==> config.mk <==
export PLATFORM = sky130hd
export DESIGN_NAME = fixed_point_subtract_scheduler_flat
export DESIGN_NICKNAME = d
export VERILOG_FILES = /design/src/rtl/fixed_point_subtract_scheduler_pkg.sv /design/src/rtl/fixed_point_subtract_scheduler_if.sv /design/src/rtl/fixed_point_subtract_scheduler_rr_arbiter.sv /design/src/rtl/fixed_point_subtract_scheduler.sv /design/src/flat_wrapper.sv
export SDC_FILE = /design/constraint.sdc
export NUM_CORES = 1
export LEC_CHECK = 0
export CAP_MARGIN = 40
export CORE_MARGIN = 1.5
export CORE_UTILIZATION = 41
export DETAILED_ROUTE_END_ITERATION = 8
export GPL_ROUTABILITY_DRIVEN = 0
export MAX_ROUTING_LAYER = met4
export PLACE_DENSITY_LB_ADDON = 0.25
export SLEW_MARGIN = 20
export SYNTH_ARGS = -nofsm -noshare
export SYNTH_HDL_FRONTEND = slang
export SYNTH_SLANG_ARGS = --single-unit
export TNS_END_PERCENT = 5
==> constraint.sdc <==
create_clock -name clk -period 3.2 [get_ports clk]
set_input_delay 0.96 -clock clk [delete_from_list [all_inputs] [get_ports clk]]
set_output_delay 0.96 -clock clk [all_outputs]
set_load 0.005 [all_outputs]
==> src/rtl/fixed_point_subtract_scheduler_pkg.sv <==
// Shared types and the reference subtract function for the round-robin
// fixed-point subtract scheduler.
package fixed_point_pkg;

  localparam int DATA_W = 32;

  typedef logic [DATA_W-1:0] word_t;

  typedef enum logic [1:0] {
    IDLE,
    EXEC,
    RESP
  } sched_state_e;

  typedef struct packed {
    word_t c;
    logic  borrow_out;
    logic  overflow;
  } sub_result_t;

  // A (DATA_W+1)-bit difference exposes the unsigned borrow in its top bit.
  function automatic sub_result_t sub_compute(word_t a, word_t b, logic borrow_in);
    logic [DATA_W:0] diff;
    sub_result_t     res;
    diff           = {1'b0, a} - {1'b0, b} - {{DATA_W{1'b0}}, borrow_in};
    res.c          = diff[DATA_W-1:0];
    res.borrow_out = diff[DATA_W];
    res.overflow   = (a[DATA_W-1] != b[DATA_W-1]) && (diff[DATA_W-1] != a[DATA_W-1]);
    return res;
  endfunction

endpackage

==> src/rtl/fixed_point_subtract_scheduler_if.sv <==
// Request/response bundle between the requesters and the subtract scheduler.
interface fixed_point_subtract_scheduler_if
  import fixed_point_pkg::*;
#(
  parameter int R    = 4,
  parameter int N    = DATA_W,
  parameter int ID_W = $clog2(R)
);
  logic [R-1:0]         req_valid;
  logic [R-1:0]         req_ready;
  logic [R-1:0][N-1:0]  req_a;
  logic [R-1:0][N-1:0]  req_b;
  logic [R-1:0]         req_borrow_in;
  logic                 rsp_valid;
  logic                 rsp_ready;
  logic [ID_W-1:0]      rsp_id;
  logic [N-1:0]         rsp_c;
  logic                 rsp_borrow_out;
  logic                 rsp_overflow;

  modport master (
    output req_valid, req_a, req_b, req_borrow_in, rsp_ready,
    input  req_ready, rsp_valid, rsp_id, rsp_c, rsp_borrow_out, rsp_overflow
  );

  modport slave (
    input  req_valid, req_a, req_b, req_borrow_in, rsp_ready,
    output req_ready, rsp_valid, rsp_id, rsp_c, rsp_borrow_out, rsp_overflow
  );
endinterface

==> src/rtl/fixed_point_subtract_scheduler_rr_arbiter.sv <==
// Combinational round-robin arbiter: picks the first requesting index at or
// above rr_ptr, wrapping around to 0.
module rr_arbiter #(
  parameter int R    = 4,
  parameter int ID_W = $clog2(R)
) (
  input  logic [R-1:0]    req,
  input  logic [ID_W-1:0] rr_ptr,
  output logic [R-1:0]    grant,
  output logic [ID_W-1:0] grant_id,
  output logic            any_req
);
  logic [ID_W-1:0] idx [R];
  logic [R-1:0]    rot_req;

  // rot_req[gi] is the request sitting gi positions after the pointer.
  generate
    for (genvar gi = 0; gi < R; gi++) begin : g_rot
      logic [ID_W:0] sum;
      assign sum         = {1'b0, rr_ptr} + (ID_W+1)'(gi);
      assign idx[gi]     = (sum >= (ID_W+1)'(R)) ? ID_W'(sum - (ID_W+1)'(R)) : ID_W'(sum);
      assign rot_req[gi] = req[idx[gi]];
    end
  endgenerate

  assign any_req = |req;

  always_comb begin
    logic found;
    found    = 1'b0;
    grant_id = '0;
    for (int i = 0; i < R; i++) begin
      if (!found && rot_req[i]) begin
        found    = 1'b1;
        grant_id = idx[i];
      end
    end
    grant = any_req ? (R'(1) << grant_id) : '0;
  end
endmodule

==> src/rtl/fixed_point_subtract_scheduler.sv <==
// Shares one fixed-point subtractor between R requesters: IDLE grants,
// EXEC computes, RESP holds the tagged result until it is consumed.
module fixed_point_subtract_scheduler
  import fixed_point_pkg::*;
#(
  parameter int N    = DATA_W,
  parameter int R    = 4,
  parameter int ID_W = $clog2(R)
) (
  input  logic                              clk,
  input  logic                              rst,
  fixed_point_subtract_scheduler_if.slave   sched,
  output logic                              busy
);
  sched_state_e    state_reg, state_next;
  logic [ID_W-1:0] rr_ptr_reg, ptr_next;
  logic [ID_W-1:0] op_id_reg, rsp_id_reg;
  logic [N-1:0]    a_reg, b_reg;
  logic            borrow_in_reg;
  sub_result_t     result_reg;

  logic [R-1:0]    arb_grant, req_ready_next;
  logic [ID_W-1:0] arb_id;
  logic            arb_any;

  rr_arbiter #(.R(R), .ID_W(ID_W)) u_arb (
    .req      (sched.req_valid),
    .rr_ptr   (rr_ptr_reg),
    .grant    (arb_grant),
    .grant_id (arb_id),
    .any_req  (arb_any)
  );

  assign ptr_next = (op_id_reg == ID_W'(R-1)) ? '0 : op_id_reg + ID_W'(1);

  always_comb begin
    state_next     = state_reg;
    req_ready_next = '0;
    case (state_reg)
      IDLE: begin
        if (arb_any) begin
          req_ready_next = arb_grant;
          state_next     = EXEC;
        end
      end
      EXEC: state_next = RESP;
      RESP: begin
        if (sched.rsp_ready) state_next = IDLE;
      end
      default: state_next = IDLE;
    endcase
  end

  always_ff @(posedge clk) begin
    if (rst) begin
      state_reg     <= IDLE;
      rr_ptr_reg    <= '0;
      op_id_reg     <= '0;
      a_reg         <= '0;
      b_reg         <= '0;
      borrow_in_reg <= 1'b0;
      result_reg    <= '0;
      rsp_id_reg    <= '0;
    end else begin
      state_reg <= state_next;
      if (state_reg == IDLE && arb_any) begin
        op_id_reg     <= arb_id;
        a_reg         <= sched.req_a[arb_id];
        b_reg         <= sched.req_b[arb_id];
        borrow_in_reg <= sched.req_borrow_in[arb_id];
      end
      if (state_reg == EXEC) begin
        result_reg <= sub_compute(a_reg, b_reg, borrow_in_reg);
        rsp_id_reg <= op_id_reg;
      end
      // Pointer only advances once the consumer has taken the result.
      if (state_reg == RESP && sched.rsp_ready) begin
        rr_ptr_reg <= ptr_next;
      end
    end
  end

  assign sched.req_ready      = req_ready_next;
  assign sched.rsp_valid      = (state_reg == RESP);
  assign sched.rsp_id         = rsp_id_reg;
  assign sched.rsp_c          = result_reg.c;
  assign sched.rsp_borrow_out = result_reg.borrow_out;
  assign sched.rsp_overflow   = result_reg.overflow;
  assign busy                 = (state_reg != IDLE);
endmodule
==> src/flat_wrapper.sv <==
// flat-port wrapper written by rule: the top's interface ports become plain ports
module fixed_point_subtract_scheduler_flat import fixed_point_pkg::*;
#(
  parameter int N    = DATA_W,
  parameter int R    = 4,
  parameter int ID_W = $clog2(R)
)
  (clk, rst, busy, sched_req_valid, sched_req_a, sched_req_b, sched_req_borrow_in, sched_rsp_ready, sched_req_ready, sched_rsp_valid, sched_rsp_id, sched_rsp_c, sched_rsp_borrow_out, sched_rsp_overflow);
  fixed_point_subtract_scheduler_if #(.R(R), .N(N), .ID_W(ID_W)) sched_i ();
  input  logic clk;
  input  logic rst;
  output logic busy;
  input wire logic [$bits(sched_i.req_valid)-1:0] sched_req_valid;
  input wire logic [$bits(sched_i.req_a)-1:0] sched_req_a;
  input wire logic [$bits(sched_i.req_b)-1:0] sched_req_b;
  input wire logic [$bits(sched_i.req_borrow_in)-1:0] sched_req_borrow_in;
  input wire logic [$bits(sched_i.rsp_ready)-1:0] sched_rsp_ready;
  output wire logic [$bits(sched_i.req_ready)-1:0] sched_req_ready;
  output wire logic [$bits(sched_i.rsp_valid)-1:0] sched_rsp_valid;
  output wire logic [$bits(sched_i.rsp_id)-1:0] sched_rsp_id;
  output wire logic [$bits(sched_i.rsp_c)-1:0] sched_rsp_c;
  output wire logic [$bits(sched_i.rsp_borrow_out)-1:0] sched_rsp_borrow_out;
  output wire logic [$bits(sched_i.rsp_overflow)-1:0] sched_rsp_overflow;
  assign sched_i.req_valid = sched_req_valid;
  assign sched_i.req_a = sched_req_a;
  assign sched_i.req_b = sched_req_b;
  assign sched_i.req_borrow_in = sched_req_borrow_in;
  assign sched_i.rsp_ready = sched_rsp_ready;
  assign sched_req_ready = sched_i.req_ready;
  assign sched_rsp_valid = sched_i.rsp_valid;
  assign sched_rsp_id = sched_i.rsp_id;
  assign sched_rsp_c = sched_i.rsp_c;
  assign sched_rsp_borrow_out = sched_i.rsp_borrow_out;
  assign sched_rsp_overflow = sched_i.rsp_overflow;
  fixed_point_subtract_scheduler #(.N(N), .R(R), .ID_W(ID_W)) u_core (.clk(clk), .rst(rst), .sched(sched_i), .busy(busy));
endmodule
**Word level (Yosys, flattened, before mapping)**

Cells that the tools add are included.

- Memory bits (read-only): 0
- Input port bits: 267
- Logic and storage cells: 81
- Bits in latches: 0
- Flip-flop bits (word level): 107
- Memories: 0
- Memory bits (writable): 0

- Multipliers: 0
- Reductions and logical operators: 13
- Eq/ne operators: 7
- $add $sub $neg: 10
- Magnitude comparators: 9
- Bitwise operators: 0
- Muxes and demuxes: 31
- Shift operators: 1
- Div/mod/pow operators: 0

Operator list:

| operator | number |
|---|---|
| $bmux 32 s2 | 2 |
| $mux 32 | 2 |
| $sub 32x32->33 | 1 |
| $sub 33x1->33 | 1 |
| $mux 2 | 11 |
| $lt 2x3->1 const B | 5 |
| $bmux 1 s2 | 5 |
| $ge 3x3->1 const B | 3 |
| $mux 1 | 8 |
| $mux 4 | 2 |
| $sub 2x1->2 const B | 4 |
| $add 2x2->3 const B | 2 |
| $logic_and 1x1->1 | 6 |
| $pmux 2 s3 | 1 |
| $eq 2x2->1 const B | 2 |
| $reduce_or 4->1 | 1 |
| $shl 1x2->4 const A | 1 |
| $add 2x1->3 const B | 1 |
| $ge 2x3->1 const B | 1 |
| $logic_not 1->1 | 3 |
| $add 2x1->2 const B | 1 |
| $eq 2x1->1 const B | 1 |
| $logic_not 2->1 | 1 |
| $ne 1x1->1 | 2 |
| 4 further kinds | 4 |

**Longest topological paths before layout**

- Depth in word-level cells: 17
- Gate-level depth with buffers: 13

**Modules after synthesis**

A second synthesis with hierarchy kept.

- Cells, all modules: 970
- Area, all modules: 8,074.0 sq um

Modules (own cells, without submodules):

| module | seq. area each (sq um) | times used | area each (sq um) | cells an instance |
|---|---|---|---|---|
| fixed_point_subtract_scheduler | 2,142.1 | 1 | 7,891.3 | 938 |
| rr_arbiter | 0.0 | 1 | 182.7 | 32 |

**Worst setup path after synthesis**

OpenSTA, ideal clock, no wires.

- Kind: input to output
- Start: in sched_req_valid[0]
- End: out sched_req_ready[1]
- Arrival: 2.433 ns
- Path slack: -0.193 ns
- Stages on the path: 8
- Path through: nor2b_1 a21oi_1 nor2_1 a211oi_1 clkbuf_1 buf_2 nand2_1 nor2_1

- Longest elaborated chain between the ends: 15
- Elaborated cells on any way between the ends: 25
- Those cells by class: shift: 1; mux: 17; reduce/logical: 7

RTL lines:

| what | RTL line | source |
|---|---|---|
| start: declaration | flat_wrapper.sv:13 | `input wire logic [$bits(sched_i.req_valid)-1:0] sched_req_valid;` |
| $bmux 1 s2 | fixed_point_subtract_scheduler_rr_arbiter.sv:22 | `assign rot_req[gi] = req[idx[gi]];` |
| $mux 1 (not written as such) | fixed_point_subtract_scheduler_rr_arbiter.sv:22 |  |
| $mux 1 | fixed_point_subtract_scheduler_rr_arbiter.sv:33 | `if (!found && rot_req[i]) begin` |
| $logic_not 1->1 | fixed_point_subtract_scheduler_rr_arbiter.sv:33 |  |
| $logic_and 1x1->1 | fixed_point_subtract_scheduler_rr_arbiter.sv:33 |  |
| $mux 1 | fixed_point_subtract_scheduler_rr_arbiter.sv:33 |  |
| $logic_not 1->1 | fixed_point_subtract_scheduler_rr_arbiter.sv:33 |  |
| $logic_and 1x1->1 | fixed_point_subtract_scheduler_rr_arbiter.sv:33 |  |
| $mux 1 | fixed_point_subtract_scheduler_rr_arbiter.sv:33 |  |
| $logic_not 1->1 | fixed_point_subtract_scheduler_rr_arbiter.sv:33 |  |
| $logic_and 1x1->1 | fixed_point_subtract_scheduler_rr_arbiter.sv:33 |  |
| $mux 2 | fixed_point_subtract_scheduler_rr_arbiter.sv:33 |  |
| $shl 1x2->4 | fixed_point_subtract_scheduler_rr_arbiter.sv:38 | `grant = any_req ? (R'(1) << grant_id) : '0;` |
| $mux 4 * | fixed_point_subtract_scheduler.sv:41 | `if (arb_any) begin` |
| $mux 4 * | fixed_point_subtract_scheduler.sv:39 | `case (state_reg)` |
| end: declaration | flat_wrapper.sv:18 | `output wire logic [$bits(sched_i.req_ready)-1:0] sched_req_ready;` |

Mark *: on every way between the ends. The rest lies on a longest branch, timed or not. The select of a mux whose other input is x is not followed.

**Worst setup path after layout**

- Start: in sched_req_valid[2]
- End: out sched_req_ready[2]

Same word-level chain as after synthesis.

==> results by group <==
Layout
  • Share of layout cells above drive strength 1: 0.0612
  • Synth-to-Final Area Change: 47.9%
  • Fillers: 1845
  • Nets: approximately 1900

Power
  • VDD IR-drop max: around 0.00028 V
  • Switch share: 0.392
  • Power per cell area: ~510 nW/um2
  • Sequential Power Share: 0.269
  • Leakage power: 5.09 nW
  • Int Pwr: roughly 3.7 mW
  • Logic pwr share: 0.541
  • Clk pwr share: 0.190
  • P_sw: about 2.4 mW

Logic synthesis
  • EDFF count, synth: 0
  • Post-synth ARST share: 0
  • Number of synthesized register bits: ~110
  • Synth Net Count: ~1600
  • Simple-gate area share of the yosys netlist: 0.370
  • Yosys warns: 0
  • Fraction of the mapped netlist area in adder cells: 0.102
  • Post-synthesis compound-gate area fraction: 0.149
  • Post-synthesis xor/xnor area fraction: 0.0270
  • Main combinational cell family by area after synthesis: simple AND/OR/NAND/NOR gates
  • Sequential area share after synthesis: 0.264
  • Post-Syn Area: roughly 8000 um2
  • Post-synth cell types: 57
  • Mapped Avg Cell Area: 6.38 um2
  • Mux share of post-synthesis cell area: 0.00123
  • Post-synth top flop: dfxtp_1
  • Synth Instances: between 1000 and 1500

STA
  • Clk_skew: 0.00995 ns
  • Endpoints failing setup: 0
  • Fmax: 325 MHz
  • Tmin final: just over 3 ns
  • Hold WS: 0.451 ns
  • Unrepaired setup endpoints after global routing: true
  • Slew Limit Fails: 0
  • TNS Setup: 0 ns
  • Share of the clock period used by the worst path: 0.961
  • Slew at the pin closest to its max-slew limit: 0.747 ns
  • Rel. slew slack: 0.502
  • Final Hold Fails: 0

Floorplanning
  • Chip width: 144 um
  • Core Region: 19500 um2
  • # rows: 51
  • Number of I/O pins: 309
  • Initial Util: 0.417
  • Die Y: 144 um
  • Die ar.: 20600 um2

Clock tree
  • CTS tree: built
  • Clock Pin Slew Worst Setup and Hold Paths: 0.07 ns
  • CTS Buffer Depth: 2
  • Clock sink total: 107
  • Worst-Skew Late Latency: 0.36 ns
  • Root Buffer: clkbuf_16
  • Clock H-tree levels: 3
  • # hold bufs at CTS: 0
  • TritonCTS Buffers: 9

GRT
  • Number of antenna violations at the first check in global routing: 5
  • Global-route wire length before repair: 43300 um
  • GR Util All Layers: 0.277
  • Remaining global-route overflow: 0
  • Largest net degree at the start of global routing: 86
  • Vias in the first global route: ~8500

Critical path
  • CP Launch Type: primary input
  • Worst EP required: 2.24 ns
  • Arrival @ worst endpoint: 2.11 ns
  • Crit. End Element: primary output
  • WS Path Type: primary input to primary output
  • Crit path max fanout: 4

Route
  • DR WL/cell: roughly 15 um
  • Initial DRT Pass Iterations: 7
  • Via/cell ratio: approximately 5.2
  • ANT nets after route: 0
  • Routed Wire Length: 28200 um
  • 1st-iter DRT viols: around 600
  • Routed via count: between 9000 and 10000
  • DR DRC count: 0

Hold path
  • Worst hold path type: flip-flop to flip-flop

Job
  • # Max-Cap Violations: 0

Placement
  • PortBufs: between 300 and 400
  • DP HPWL: 21700 um

Status
  • Outcome: finished clean
==> cell usage after synthesis, drive strengths merged, types with 2 or more instances <==
| master | count | share of area |
|---|---|---|
| nand2 | 394 | 0.18 |
| ha | 63 | 0.097 |
| a21oi | 123 | 0.076 |
| a211oi | 9 | 0.0096 |
| buf | 14 | 0.0077 |
| o22ai | 3 | 0.0023 |
| o21ai | 21 | 0.013 |
| nor2b | 7 | 0.0054 |
| o211ai | 5 | 0.0046 |
| nor4b | 3 | 0.0040 |
| clkbuf | 70 | 0.032 |
| o21bai | 4 | 0.0042 |
| fa | 2 | 0.0049 |
| or4 | 4 | 0.0037 |
| a31oi | 5 | 0.0039 |
| or2 | 2 | 0.0015 |
| nor3 | 13 | 0.0080 |
| and3 | 4 | 0.0031 |
| xnor2 | 14 | 0.015 |
| o21a | 4 | 0.0037 |
| a21o | 8 | 0.0074 |
| nor3b | 3 | 0.0028 |
| or3 | 3 | 0.0023 |
| nand2b | 9 | 0.0069 |
| nand4 | 6 | 0.0046 |
| nor2 | 19 | 0.0088 |
| dfxtp | 107 | 0.26 |
| a41oi | 2 | 0.0022 |
| o31ai | 5 | 0.0046 |
| inv | 101 | 0.047 |
| xor2 | 11 | 0.012 |
| and2 | 3 | 0.0023 |
| nand3 | 213 | 0.13 |
==> power groups by stage <==
stage	Sequential, mW	Clock [mW]	Combinational [mW]
after floorplan	1.66	0	2.01
after global placement	1.68	0	3.14
after detailed placement	1.69	0	3.19
after CTS	1.66	1.18	3.23
after global routing	1.68	1.23	3.68
final	1.66	1.17	3.33
==> repair_timing <==
| action | in CTS | in global routing |
|---|---|---|
| setup buffers | 5 | 1 |
| resized for setup | 32 | 11 |
| pin swaps | 4 | 2 |
| endpoints found under the hold margin | 0 | 0 |
| setup endpoints to repair | 7 | 11 |
==> metal layers <==
| metal | vias up | wire length [um] | global-route usage |
|---|---|---|---|
| li1 | 4807 | - | - |
| met4 | 0 | 648 | 0.0940 |
| met3 | 42 | 1760 | 0.0397 |
| met5 | - | 0 | - |
| met2 | 333 | 13000 | 0.422 |
| met1 | 4243 | 12900 | 0.375 |
==> kinds of logic after synthesis <==
| kind of cell | after synthesis |
|---|---|
| AO/OA/AOI/OAI | 203 |
| multiplexers | 1 |
| flip-flops | 107 |
| AND/OR/NAND/NOR | 686 |
| adder cells (fa/ha/maj) | 65 |
| buffers and inverters | 185 |
| XOR/XNOR | 25 |
==> worst max-delay path: stages <==
cell	delay, ns
dlygate4sd2_1	0.25
buf_4	0.14
a21oi_2	0.14
nor2_2	0.07
a211oi_4	0.22
buf_6	0.15
nor3_1	0.04
buf_2	0.14
==> worst paths after layout <==
check | from | endpoint | slack [ns] | cells past startpoint
min | u_core.sched.rsp_c[17] | u_core.sched.rsp_c[17] | 0.45 | 2
max | sched_req_valid[2] | sched_req_ready[2] | 0.13 | 8
min reg2reg | u_core.sched.rsp_c[17] | u_core.sched.rsp_c[17] | 0.45 | 2
max reg2reg | u_core.borrow_in_reg | u_core.sched.rsp_overflow | 0.15 | 12
==> cell type report <==
type,instances,area [um2],area share
Clock inverter,7,85.1,0.00709
Inverter,101,379,0.0316
Tap cell,265,332,0.0276
Sequential cell,107,2140,0.178
Multi-Input combinational cell,980,5410,0.450
Clock buffer,9,225,0.0188
Antenna cell,6,15.0,0.00125
Timing Repair Buffer,348,3420,0.285
==> cell usage in the layout (no fill, tap or decap), types with 6 or more instances in the layout <==
cell type	n
nand2b_1	9
nand4_1	6
inv_1	100
clkdlybuf4s50_1	299
xor2_1	11
clkbuf_16	9
xnor2_1	14
nand2_1	393
nor2_1	18
buf_4	36
dfxtp_1	107
ha_1	63
a21o_1	8
nor3_1	11
nand3_1	213
a21oi_1	120
a211oi_1	6
diode_2	6
o21ai_0	18
==> through the flow <==
stage          power [mW]  cell area [um2]  instances   util  setup slack, ns
6_report             6.15            12000       1823  0.617            0.126
5_1_grt              6.60            12000       1822  0.616          -0.0169
4_1_cts              6.07            11900       1815  0.612           0.0353
3_5_place_dp         4.87            11500       1795  0.593           -0.660
3_3_place_gp         4.82            11500       1795  0.593           -0.640
2_1_floorplan        3.67             8120       1272      -           0.0164
Power figures use the tool's default switching activity.
